[config.mk]
export PLATFORM = sky130hd
export DESIGN_NAME = field_render_flat
export DESIGN_NICKNAME = d
export VERILOG_FILES = /design/src/rtl/field_render_if.sv /design/src/rtl/field_render.sv /design/src/flat_wrapper.sv
export SDC_FILE = /design/constraint.sdc
export NUM_CORES = 2
export LEC_CHECK = 0
export ABC_AREA = 1
export CORE_MARGIN = 2
export CORE_UTILIZATION = 40
export DETAILED_ROUTE_END_ITERATION = 7
export PLACE_DENSITY = 0.54
export SYNTH_ARGS = -nofsm -noshare
export SYNTH_HDL_FRONTEND = slang
export SYNTH_SLANG_ARGS = --single-unit
[constraint.sdc]
create_clock -name clk -period 11.7 [get_ports clk]
set_clock_uncertainty 0.05 [all_clocks]
set_input_delay 1.755 -clock clk [delete_from_list [all_inputs] [get_ports clk]]
set_output_delay 1.755 -clock clk [all_outputs]
set_load 0.1 [all_outputs]
[src/rtl/field_render_if.sv]
// Bundle of video timing, field BRAM read port, updater handshake and pixel output
// shared between field_render (slave) and its environment (master).
interface field_render_if #(
  parameter int CORDW       = 16,
  parameter int FIELD_ADDRW = 6,
  parameter int FIELD_DATAW = 96
) ();
  logic [CORDW-1:0]       sx;
  logic [CORDW-1:0]       sy;
  logic                   de;
  logic                   frame;
  logic                   run;
  logic [FIELD_ADDRW-1:0] field_addr_read;
  logic [FIELD_DATAW-1:0] field_data_out;
  logic                   update_start;
  logic                   update_done;
  logic [3:0]             r;
  logic [3:0]             g;
  logic [3:0]             b;
  logic                   de_out;
  logic [7:0]             overrun;

  modport master (
    output sx, sy, de, frame, run, field_data_out, update_done,
    input  field_addr_read, update_start, r, g, b, de_out, overrun
  );

  modport slave (
    input  sx, sy, de, frame, run, field_data_out, update_done,
    output field_addr_read, update_start, r, g, b, de_out, overrun
  );
endinterface

[src/rtl/field_render.sv]
// Renders a vector field as per-cell arrows over a magnitude-coloured background,
// and paces the external field updater once per frame.
module field_render #(
  parameter int FIELD_WIDTH  = 8,
  parameter int FIELD_HEIGHT = 6,
  parameter int FIELD_SIZE   = FIELD_WIDTH * FIELD_HEIGHT,
  parameter int FIELD_DATAW  = 96,
  parameter int FIELD_ADDRW  = $clog2(FIELD_SIZE),
  parameter int BLOCK_SIZE   = 80,
  parameter int H_RES        = 640,
  parameter int V_RES        = 480,
  parameter int CORDW        = 16,
  parameter int ARROW_HALF_W = 2,
  parameter int MAG_SHIFT    = 0
) (
  input  logic            clk,
  input  logic            rst,
  field_render_if.slave   io_fr
);
  localparam int OFFW  = $clog2(BLOCK_SIZE);
  localparam int CXW   = $clog2(FIELD_WIDTH + 1);
  localparam int CYW   = $clog2(FIELD_HEIGHT + 1);
  localparam int DXW   = OFFW + 1;
  localparam int PRODW = 48;
  localparam int HALF  = BLOCK_SIZE / 2;

  localparam logic signed [DXW-1:0]   DX_EDGE = DXW'(-HALF);
  localparam logic signed [31:0]      LEN_MAX = 32'((HALF - 1) << 16);
  localparam logic signed [31:0]      MAG16   = 32'sh0010_0000;
  localparam logic signed [PRODW-1:0] HALF_W  = PRODW'(ARROW_HALF_W << 16);

  // ---------------- cell tracking (stage 0) ----------------
  logic [OFFW-1:0] r_off_x, r_off_y, w_off_x, w_off_y;
  logic [CXW-1:0]  r_cell_x, w_cell_x;
  logic [CYW-1:0]  r_cell_y, w_cell_y;
  logic            w_x0, w_y0, w_xwrap, w_ywrap, w_line_end;

  assign w_x0       = (io_fr.sx == '0);
  assign w_y0       = (io_fr.sy == '0);
  assign w_off_x    = w_x0 ? '0 : r_off_x;
  assign w_cell_x   = w_x0 ? '0 : r_cell_x;
  assign w_off_y    = w_y0 ? '0 : r_off_y;
  assign w_cell_y   = w_y0 ? '0 : r_cell_y;
  assign w_xwrap    = (w_off_x == OFFW'(BLOCK_SIZE - 1));
  assign w_ywrap    = (w_off_y == OFFW'(BLOCK_SIZE - 1));
  assign w_line_end = io_fr.de && (io_fr.sx == CORDW'(H_RES - 1));

  // Registers hold the position of the pixel that follows the current one.
  always_ff @(posedge clk) begin
    if (rst) begin
      r_off_x  <= '0;
      r_cell_x <= '0;
      r_off_y  <= '0;
      r_cell_y <= '0;
    end else begin
      if (io_fr.de) begin
        if (w_xwrap) begin
          r_off_x  <= '0;
          r_cell_x <= w_cell_x + 1'b1;
        end else begin
          r_off_x  <= w_off_x + 1'b1;
          r_cell_x <= w_cell_x;
        end
      end
      if (w_line_end) begin
        if (w_ywrap) begin
          r_off_y  <= '0;
          r_cell_y <= w_cell_y + 1'b1;
        end else begin
          r_off_y  <= w_off_y + 1'b1;
          r_cell_y <= w_cell_y;
        end
      end else begin
        r_off_y  <= w_off_y;
        r_cell_y <= w_cell_y;
      end
    end
  end

  // ---------------- stages 1-2: address, BRAM read ----------------
  logic [FIELD_ADDRW-1:0] r_addr;
  logic [OFFW-1:0]        r1_off_x, r1_off_y, r2_off_x, r2_off_y;
  logic                   r1_de, r2_de;

  always_ff @(posedge clk) begin
    if (rst) begin
      r_addr   <= '0;
      r1_off_x <= '0;
      r1_off_y <= '0;
      r1_de    <= 1'b0;
      r2_off_x <= '0;
      r2_off_y <= '0;
      r2_de    <= 1'b0;
    end else begin
      r_addr   <= FIELD_ADDRW'(w_cell_y) * FIELD_ADDRW'(FIELD_WIDTH) + FIELD_ADDRW'(w_cell_x);
      r1_off_x <= w_off_x;
      r1_off_y <= w_off_y;
      r1_de    <= io_fr.de;
      r2_off_x <= r1_off_x;
      r2_off_y <= r1_off_y;
      r2_de    <= r1_de;
    end
  end

  // ---------------- stage 3: offsets from cell centre and products ----------------
  logic signed [31:0]      w_xn, w_yn, w_mag;
  logic signed [DXW-1:0]   w_dx, w_dy;
  logic signed [PRODW-1:0] w_cross, w_dot;

  assign w_xn    = $signed(io_fr.field_data_out[FIELD_DATAW-1 -: 32]);
  assign w_yn    = $signed(io_fr.field_data_out[FIELD_DATAW-33 -: 32]);
  assign w_mag   = $signed(io_fr.field_data_out[FIELD_DATAW-65 -: 32]);
  assign w_dx    = $signed(DXW'(r2_off_x)) - $signed(DXW'(HALF));
  assign w_dy    = $signed(DXW'(r2_off_y)) - $signed(DXW'(HALF));
  assign w_cross = (PRODW'(w_dx) * PRODW'(w_yn)) - (PRODW'(w_dy) * PRODW'(w_xn));
  assign w_dot   = (PRODW'(w_dx) * PRODW'(w_xn)) + (PRODW'(w_dy) * PRODW'(w_yn));

  logic signed [DXW-1:0]   r3_dx, r3_dy;
  logic signed [PRODW-1:0] r3_cross, r3_dot;
  logic signed [31:0]      r3_mag;
  logic                    r3_de;

  always_ff @(posedge clk) begin
    if (rst) begin
      r3_dx    <= '0;
      r3_dy    <= '0;
      r3_cross <= '0;
      r3_dot   <= '0;
      r3_mag   <= '0;
      r3_de    <= 1'b0;
    end else begin
      r3_dx    <= w_dx;
      r3_dy    <= w_dy;
      r3_cross <= w_cross;
      r3_dot   <= w_dot;
      r3_mag   <= w_mag;
      r3_de    <= r2_de;
    end
  end

  // ---------------- stage 4: colour ----------------
  logic signed [31:0] w_mag_sh, w_len;
  logic               w_grid, w_arrow;
  logic [3:0]         w_int;

  assign w_mag_sh = r3_mag >>> MAG_SHIFT;
  assign w_len    = (w_mag_sh > LEN_MAX) ? LEN_MAX : w_mag_sh;
  // Offset 0 inside a cell is the same as dx/dy sitting at the most negative value.
  assign w_grid   = (r3_dx == DX_EDGE) || (r3_dy == DX_EDGE);
  assign w_arrow  = (r3_cross <= HALF_W) && (r3_cross >= -HALF_W) &&
                    !r3_dot[PRODW-1] && (r3_dot <= PRODW'(w_len));
  assign w_int    = (r3_mag[31] || (r3_mag >= MAG16)) ? 4'hF : r3_mag[19:16];

  logic [3:0] r_red, r_grn, r_blu;
  logic       r_de_out;

  always_ff @(posedge clk) begin
    if (rst) begin
      r_red    <= '0;
      r_grn    <= '0;
      r_blu    <= '0;
      r_de_out <= 1'b0;
    end else begin
      r_de_out <= r3_de;
      if (!r3_de) begin
        r_red <= 4'h0; r_grn <= 4'h0; r_blu <= 4'h0;
      end else if (w_grid) begin
        r_red <= 4'h4; r_grn <= 4'h4; r_blu <= 4'h4;
      end else if (w_arrow) begin
        r_red <= 4'hF; r_grn <= 4'hF; r_blu <= 4'hF;
      end else begin
        r_red <= w_int; r_grn <= 4'h0; r_blu <= ~w_int;
      end
    end
  end

  // ---------------- update pacing FSM ----------------
  typedef enum logic [0:0] {ST_IDLE, ST_UPDATING} state_t;
  state_t     r_state;
  logic       r_update_start;
  logic [7:0] r_overrun;

  always_ff @(posedge clk) begin
    if (rst) begin
      r_state        <= ST_IDLE;
      r_update_start <= 1'b0;
      r_overrun      <= '0;
    end else begin
      r_update_start <= 1'b0;
      case (r_state)
        ST_IDLE: begin
          if (io_fr.frame && io_fr.run) begin
            r_update_start <= 1'b1;
            r_state        <= ST_UPDATING;
          end
        end
        ST_UPDATING: begin
          // A frame coinciding with completion chains straight into the next update.
          if (io_fr.update_done) begin
            if (io_fr.frame && io_fr.run) r_update_start <= 1'b1;
            else                          r_state        <= ST_IDLE;
          end else if (io_fr.frame && io_fr.run && (r_overrun != 8'hFF)) begin
            r_overrun <= r_overrun + 8'd1;
          end
        end
        default: r_state <= ST_IDLE;
      endcase
    end
  end

  assign io_fr.field_addr_read = r_addr;
  assign io_fr.update_start    = r_update_start;
  assign io_fr.overrun         = r_overrun;
  assign io_fr.r               = r_red;
  assign io_fr.g               = r_grn;
  assign io_fr.b               = r_blu;
  assign io_fr.de_out          = r_de_out;
endmodule

[src/flat_wrapper.sv]
// flat-port wrapper written by rule: the top's interface ports become plain ports
module field_render_flat 
#(
  parameter int FIELD_WIDTH  = 8,
  parameter int FIELD_HEIGHT = 6,
  parameter int FIELD_SIZE   = FIELD_WIDTH * FIELD_HEIGHT,
  parameter int FIELD_DATAW  = 96,
  parameter int FIELD_ADDRW  = $clog2(FIELD_SIZE),
  parameter int BLOCK_SIZE   = 80,
  parameter int H_RES        = 640,
  parameter int V_RES        = 480,
  parameter int CORDW        = 16,
  parameter int ARROW_HALF_W = 2,
  parameter int MAG_SHIFT    = 0
)
  (clk, rst, io_fr_sx, io_fr_sy, io_fr_de, io_fr_frame, io_fr_run, io_fr_field_data_out, io_fr_update_done, io_fr_field_addr_read, io_fr_update_start, io_fr_r, io_fr_g, io_fr_b, io_fr_de_out, io_fr_overrun);
  field_render_if #(.CORDW(CORDW), .FIELD_ADDRW(FIELD_ADDRW), .FIELD_DATAW(FIELD_DATAW)) io_fr_i ();
  input  logic clk;
  input  logic rst;
  input wire logic [$bits(io_fr_i.sx)-1:0] io_fr_sx;
  input wire logic [$bits(io_fr_i.sy)-1:0] io_fr_sy;
  input wire logic [$bits(io_fr_i.de)-1:0] io_fr_de;
  input wire logic [$bits(io_fr_i.frame)-1:0] io_fr_frame;
  input wire logic [$bits(io_fr_i.run)-1:0] io_fr_run;
  input wire logic [$bits(io_fr_i.field_data_out)-1:0] io_fr_field_data_out;
  input wire logic [$bits(io_fr_i.update_done)-1:0] io_fr_update_done;
  output wire logic [$bits(io_fr_i.field_addr_read)-1:0] io_fr_field_addr_read;
  output wire logic [$bits(io_fr_i.update_start)-1:0] io_fr_update_start;
  output wire logic [$bits(io_fr_i.r)-1:0] io_fr_r;
  output wire logic [$bits(io_fr_i.g)-1:0] io_fr_g;
  output wire logic [$bits(io_fr_i.b)-1:0] io_fr_b;
  output wire logic [$bits(io_fr_i.de_out)-1:0] io_fr_de_out;
  output wire logic [$bits(io_fr_i.overrun)-1:0] io_fr_overrun;
  assign io_fr_i.sx = io_fr_sx;
  assign io_fr_i.sy = io_fr_sy;
  assign io_fr_i.de = io_fr_de;
  assign io_fr_i.frame = io_fr_frame;
  assign io_fr_i.run = io_fr_run;
  assign io_fr_i.field_data_out = io_fr_field_data_out;
  assign io_fr_i.update_done = io_fr_update_done;
  assign io_fr_field_addr_read = io_fr_i.field_addr_read;
  assign io_fr_update_start = io_fr_i.update_start;
  assign io_fr_r = io_fr_i.r;
  assign io_fr_g = io_fr_i.g;
  assign io_fr_b = io_fr_i.b;
  assign io_fr_de_out = io_fr_i.de_out;
  assign io_fr_overrun = io_fr_i.overrun;
  field_render #(.FIELD_WIDTH(FIELD_WIDTH), .FIELD_HEIGHT(FIELD_HEIGHT), .FIELD_SIZE(FIELD_SIZE), .FIELD_DATAW(FIELD_DATAW), .FIELD_ADDRW(FIELD_ADDRW), .BLOCK_SIZE(BLOCK_SIZE), .H_RES(H_RES), .V_RES(V_RES), .CORDW(CORDW), .ARROW_HALF_W(ARROW_HALF_W), .MAG_SHIFT(MAG_SHIFT)) u_core (.clk(clk), .rst(rst), .io_fr(io_fr_i));
endmodule
* Yosys cells after proc, flatten, opt, wreduce, memory -nomap -nowiden *
Index checks and enable logic that the tools add are counted.

cells by class
  add/subtract/negate cells = 10
  multipliers = 4
  order comparisons = 5
  equal/unequal tests = 6
  mux-type cells = 23
  bitwise logic cells = 4
  reductions and logical operators = 14

operators by type and width
  operator                                                                 number
  8-bit by 32-bit multiplier with 40-bit output                            4
  48-bit adder                                                             1
  48-bit by 18-bit >= comparator with 1-bit output, second input constant  1
  48-bit by 19-bit <= comparator with 1-bit output, second input constant  1
  48-bit by 32-bit <= comparator with 1-bit output                         1
  48-bit subtractor                                                        1
  7-bit 2-to-1 mux                                                         5
  32-bit by 22-bit >= comparator with 1-bit output, second input constant  1
  32-bit by 23-bit > comparator with 1-bit output, second input constant   1
  16-bit zero test                                                         2
  32-bit 2-to-1 mux                                                        1
  4-bit 2-to-1 mux                                                         6
  3-bit 2-to-1 mux                                                         6
  16-bit by 10-bit == test with 1-bit output, second input constant        1
  8-bit by 7-bit == test with 1-bit output, second input constant          2
  7-bit by 6-bit subtractor with 8-bit output, second input constant       2
  7-bit by 1-bit adder with 7-bit output, second input constant            2
  7-bit == test, second input constant                                     2
  8-bit by 1-bit adder with 8-bit output, second input constant            1
  8-bit != test, second input constant                                     1
  6-bit by 4-bit adder with 6-bit output                                   1
  1-bit logical AND                                                        6
  4-bit by 1-bit adder with 4-bit output, second input constant            1
  4-bit NOT                                                                1
  9 further kinds                                                          15

storage, ports and cells
  flip-flop bits (word level) = 225
  bits of input ports = 134

* Longest topological paths before layout *
  word-level depth = 6
  gate-level depth with buffers = 38

* Worst setup path after synthesis *
Ideal clock, no wire load.

  kind = input -> register
  start point = in io_fr_field_data_out[41]
  end point = reg u_core.r3_dot[39]
  arrival time = 6907 ps
  slack = 4630 ps
  stages = 31
  path buffers = 2
  path through = clkbuf_1 > inv_1 > nor2_1 > fa_1 > inv_1 > fa_1 > fa_1 > fa_1 > inv_1 > ha_1 > buf_2 > a21o_1 > a31oi_1 > nand2_1 > nand2_1 > nand2_1 > a21oi_1 > o21bai_1 > xor2_1 > ha_1 > nand2_1 > nor2_1 > inv_2 > nor2_4 > inv_2 > nor3_4 > nand3_2 > o211ai_2 > nand2_1 > nand2_1 > nor2_1

on the way
  cells in the longest elaborated chain, start to end = 2

RTL lines
  element                                        line                 text
  start, declared                                flat_wrapper.sv:25   input wire logic [$bits(io_fr_i.field_data_out)-1:0] io_fr_field_data_out;
  8-bit by 32-bit multiplier with 40-bit output  field_render.sv:116  assign w_dot = (PRODW'(w_dx) * PRODW'(w_xn)) + (PRODW'(w_dy) * PRODW'(w_yn));
  48-bit adder                                   field_render.sv:116
  end signal, assigned                           field_render.sv:135  r3_dot <= w_dot;
  end, declared                                  field_render.sv:119  logic signed [PRODW-1:0] r3_cross, r3_dot;

Every way passes these cells.
A chain may end at the register's enable or synchronous reset.

* Final worst setup path *
  start point = reg u_core.r2_off_y[3]
  end point = reg u_core.r3_cross[23]

on the way
  cells in the longest elaborated chain, start to end = 3

RTL lines
  element                                        line                 text
  start, declared                                field_render.sv:82   logic [OFFW-1:0] r1_off_x, r1_off_y, r2_off_x, r2_off_y;
  start signal, assigned                         field_render.sv:100  r2_off_y <= r1_off_y;
  7-bit by 6-bit subtractor with 8-bit output    field_render.sv:114  assign w_dy = $signed(DXW'(r2_off_y)) - $signed(DXW'(HALF));
  named net u_core.w_dy[3]                       field_render.sv:107  logic signed [DXW-1:0] w_dx, w_dy;
  8-bit by 32-bit multiplier with 40-bit output  field_render.sv:115  assign w_cross = (PRODW'(w_dx) * PRODW'(w_yn)) - (PRODW'(w_dy) * PRODW'(w_xn));
  48-bit subtractor                              field_render.sv:115
  end signal, assigned                           field_render.sv:134  r3_cross <= w_cross;
  end, declared                                  field_render.sv:119

The timed path passes the listed nets, and every way through them passes these cells.

==> impl_metrics.tcl <==
set metrics [dict create \
    cts.htree.levels 1 \
    dpl_cell_area_um2 53910 \
    synth-seq-area-share_pct 8.814 \
    yosys.area.top_type "fa_1" \
    postCtsSetupBuffers 0 \
    rrSetupSlack_ns 2.25 \
    grt_pass1_wl_um 263900 \
    synth_mux_area_share_pct 0 \
    hold_depth 2 \
    routed_via_density 4.952 \
    finalSetupViolations 0 \
    cp.arrival_ns 9.92 \
    postRouteWirelength_um 166500 \
    cts_buffers 29 \
    synthSimpleGateAreaFrac_pct 20.18 \
    worst_pin_slew_ns 0.9993 \
    post-route-period-util_pct 80.76 \
    fin_nets 8607 \
    grt_pass1_vias 45863 \
    synthArstFlopShare_pct 0 \
    die_y_um 359.9 \
    die_w_um 359.9 \
    status "complete, no violations" \
    met3_usage_pct 3.138 \
    ys.flop_type "dfxtp_1" \
    p_leak_nw 29.43 \
    drv_cap 0 \
    top_usage_layer "met2" \
    core_um2 125600 \
    finalPower_mw 15.71 \
    use_met1_pct 36.19 \
    dieArea_um2 129500 \
    clkTransAtPathRegs_ns 0.06 \
    finalMaxSlewViolations 0 \
    power.density_nw_per_um2 286.6 \
    cp-end-kind "register" \
    clock-sinks 223 \
    synth_area_per_cell_um2 7.047 \
    num_vias 44089 \
    min_path_type "register to register" \
    root_buffer "clkbuf_16" \
    ctsResizeCount 0 \
    track_usage_pct 26.00 \
    cp_common_cell "a21oi_1" \
    placed_cells 8849 \
    rsz0062_at_grt "no" \
    fin_area_um2 54830 \
    slowest_stage "dfxtp_2" \
    syn_area_um2 50650 \
    start_util_pct 40.34 \
    holdBufCountCts 0 \
    start_kind "register" \
    grt-ovfl-total 0 \
    syn_inst 7188 \
    synthAdderAreaFrac_pct 42.53 \
    fmax_ghz 0.1058 \
    synth_edf_count 0 \
    synth_seq_cells 223 \
    clock_path_buffers 3 \
    dp_hpwl_um 140000 \
    cts_tree "yes" \
    ys_warn_count 0 \
    worstSkewPairLatency_ns 0.59 \
    crit_fanout 33 \
    io_buffers 161 \
    antenna_left 0 \
    reg2reg_depth 29 \
    final_common_cell "inv_1" \
    synth_xor_area_share_pct 2.784 \
    slowest_delay_ns 0.76 \
    final-hold-violation-count 0 \
    area_growth_pct 8.238 \
    synth_top_family_by_area "adder cells" \
    wl_per_cell_um 18.70 \
    grt_max_degree 74 \
    antenna_found_initial 8 \
    critPathKind "register to register" \
    io_pins 162 \
    drc 0 \
    cp.required_ns 12.17 \
    yosysTopAreaCellShare_pct 31.54 \
    synth-compound-area-share_pct 9.352 \
    yosys-top-cells-area "fa_1, inv_1, ha_1, dfxtp_1, nand2_1" \
    drt-initial-drc-count 2905 \
    layout_min_cycle_time_ns 9.449 \
    gp_congestion 0.9702 \
    max-vdd-ir-drop_mv 0.2916 \
    rows 130 \
    stdcell_count 8903 \
    ys_types 60 \
    maxSlewHeadroom_pct 33.38 \
    met2_usage_pct 43.17 \
    syn_nets 8565 \
    drive_gt1_share_pct 2.731 \
    fin_setup_tns_ns 0 \
    most-common-layout-cells "inv_1, nand2_1, nor2_1" \
    dr.pass1.iters 6 \
]
## critical path, delay by kind of cell, from the launching register on
family,cells,cell delay [ns]
adder cells (fa/ha/maj),7,3.19
AO/OA/AOI/OAI,11,2.52
buffers and inverters,5,1.36
AND/OR/NAND/NOR,5,1.18
flip-flops,1,0.76
XOR/XNOR,1,0.27
## power by group
group / internal (mW) / switching, mW / total (mW)
sequential: 0.966 / 0.0789 / 1.05
clock: 0.500 / 0.361 / 0.861
combinational: 4.35 / 9.46 / 13.8
## registers in the layout, summed over array words and instances (netlist names)
name,count
u_core.io_fr.field_addr_read,6
u_core.r1_de,1
u_core.r3_mag,32
u_core.io_fr.de_out,1
u_core.r_cell_x,4
u_core.r3_dy,8
u_core.io_fr.overrun,8
u_core.r3_dx,8
u_core.r_state,1
u_core.io_fr.update_start,1
u_core.r1_off_y,7
u_core.r3_dot,48
u_core.r_cell_y,3
u_core.r2_off_x,7
u_core.r1_off_x,7
u_core.io_fr.r,4
u_core.io_fr.b,4
u_core.io_fr.g,2
u_core.r3_de,1
u_core.r_off_x,7
u_core.r2_off_y,7
u_core.r3_cross,48
u_core.r_off_y,7
u_core.r2_de,1
## cell usage after synthesis, types with 30 or more instances
library cell and instances:
a21o_1 35, a21oi_1 370, a31oi_1 40, clkbuf_1 153
dfxtp_1 223, fa_1 798, ha_1 445, inv_1 1973
nand2_1 1132, nand3_1 129, nand4_1 46, nor2_1 1105
nor3_1 50, o21ai_0 217, o21bai_1 30, xnor2_1 57
xor2_1 104
## layer usage
layer	vias up	share of wire, %
li1	21348	-
met1	21369	46
met2	1163	46
met3	205	5.4
met4	4	2.5
met5	-	0.016
## cells by family (layout without fill, tap and decap cells)
logic type | count (synthesis) | in the layout
simple gates | 2547 | 2547
xor+xnor | 161 | 161
buf+inv | 2187 | 2248
flops | 223 | 223
fa+ha+maj | 1243 | 1243
other cells | 0 | 4
compound gates | 827 | 827
## final cells by class
class / count / area [um2]
fillers: 13280 / 70750
multi-input cells: 4778 / 37930
inverters: 1989 / 7466
flip-flops and latches: 223 / 4474
well taps: 1650 / 2064
repair buffers: 209 / 1969
clock buffers: 38 / 799.5
clock inverters: 12 / 107.6
diodes: 4 / 10.01
## through the flow
| step | setup slack, ns | utilization, % | hold WS [ns] |
|---|---|---|---|
| finish | 2.251 | 43.66 | 0.3459 |
| global route | 1.799 | 43.65 | 0.3619 |
| CTS | 2.373 | 43.65 | 0.3499 |
| detailed placement | 2.454 | 42.93 | 0.3410 |
| global placement | 2.395 | 42.93 | 0.3345 |
| floorplan | 4.630 | - | 0.3383 |
## final timing paths
kind / endpoint / startpoint
worst min-delay path: u_core.r2_off_x[0] / u_core.r1_off_x[0]
worst max register to register: u_core.r3_cross[23] / u_core.r2_off_y[3]
worst min register to register: u_core.r2_off_x[0] / u_core.r1_off_x[0]
worst max-delay path: u_core.r3_cross[23] / u_core.r2_off_y[3]
(Power assumes the default switching activity.)
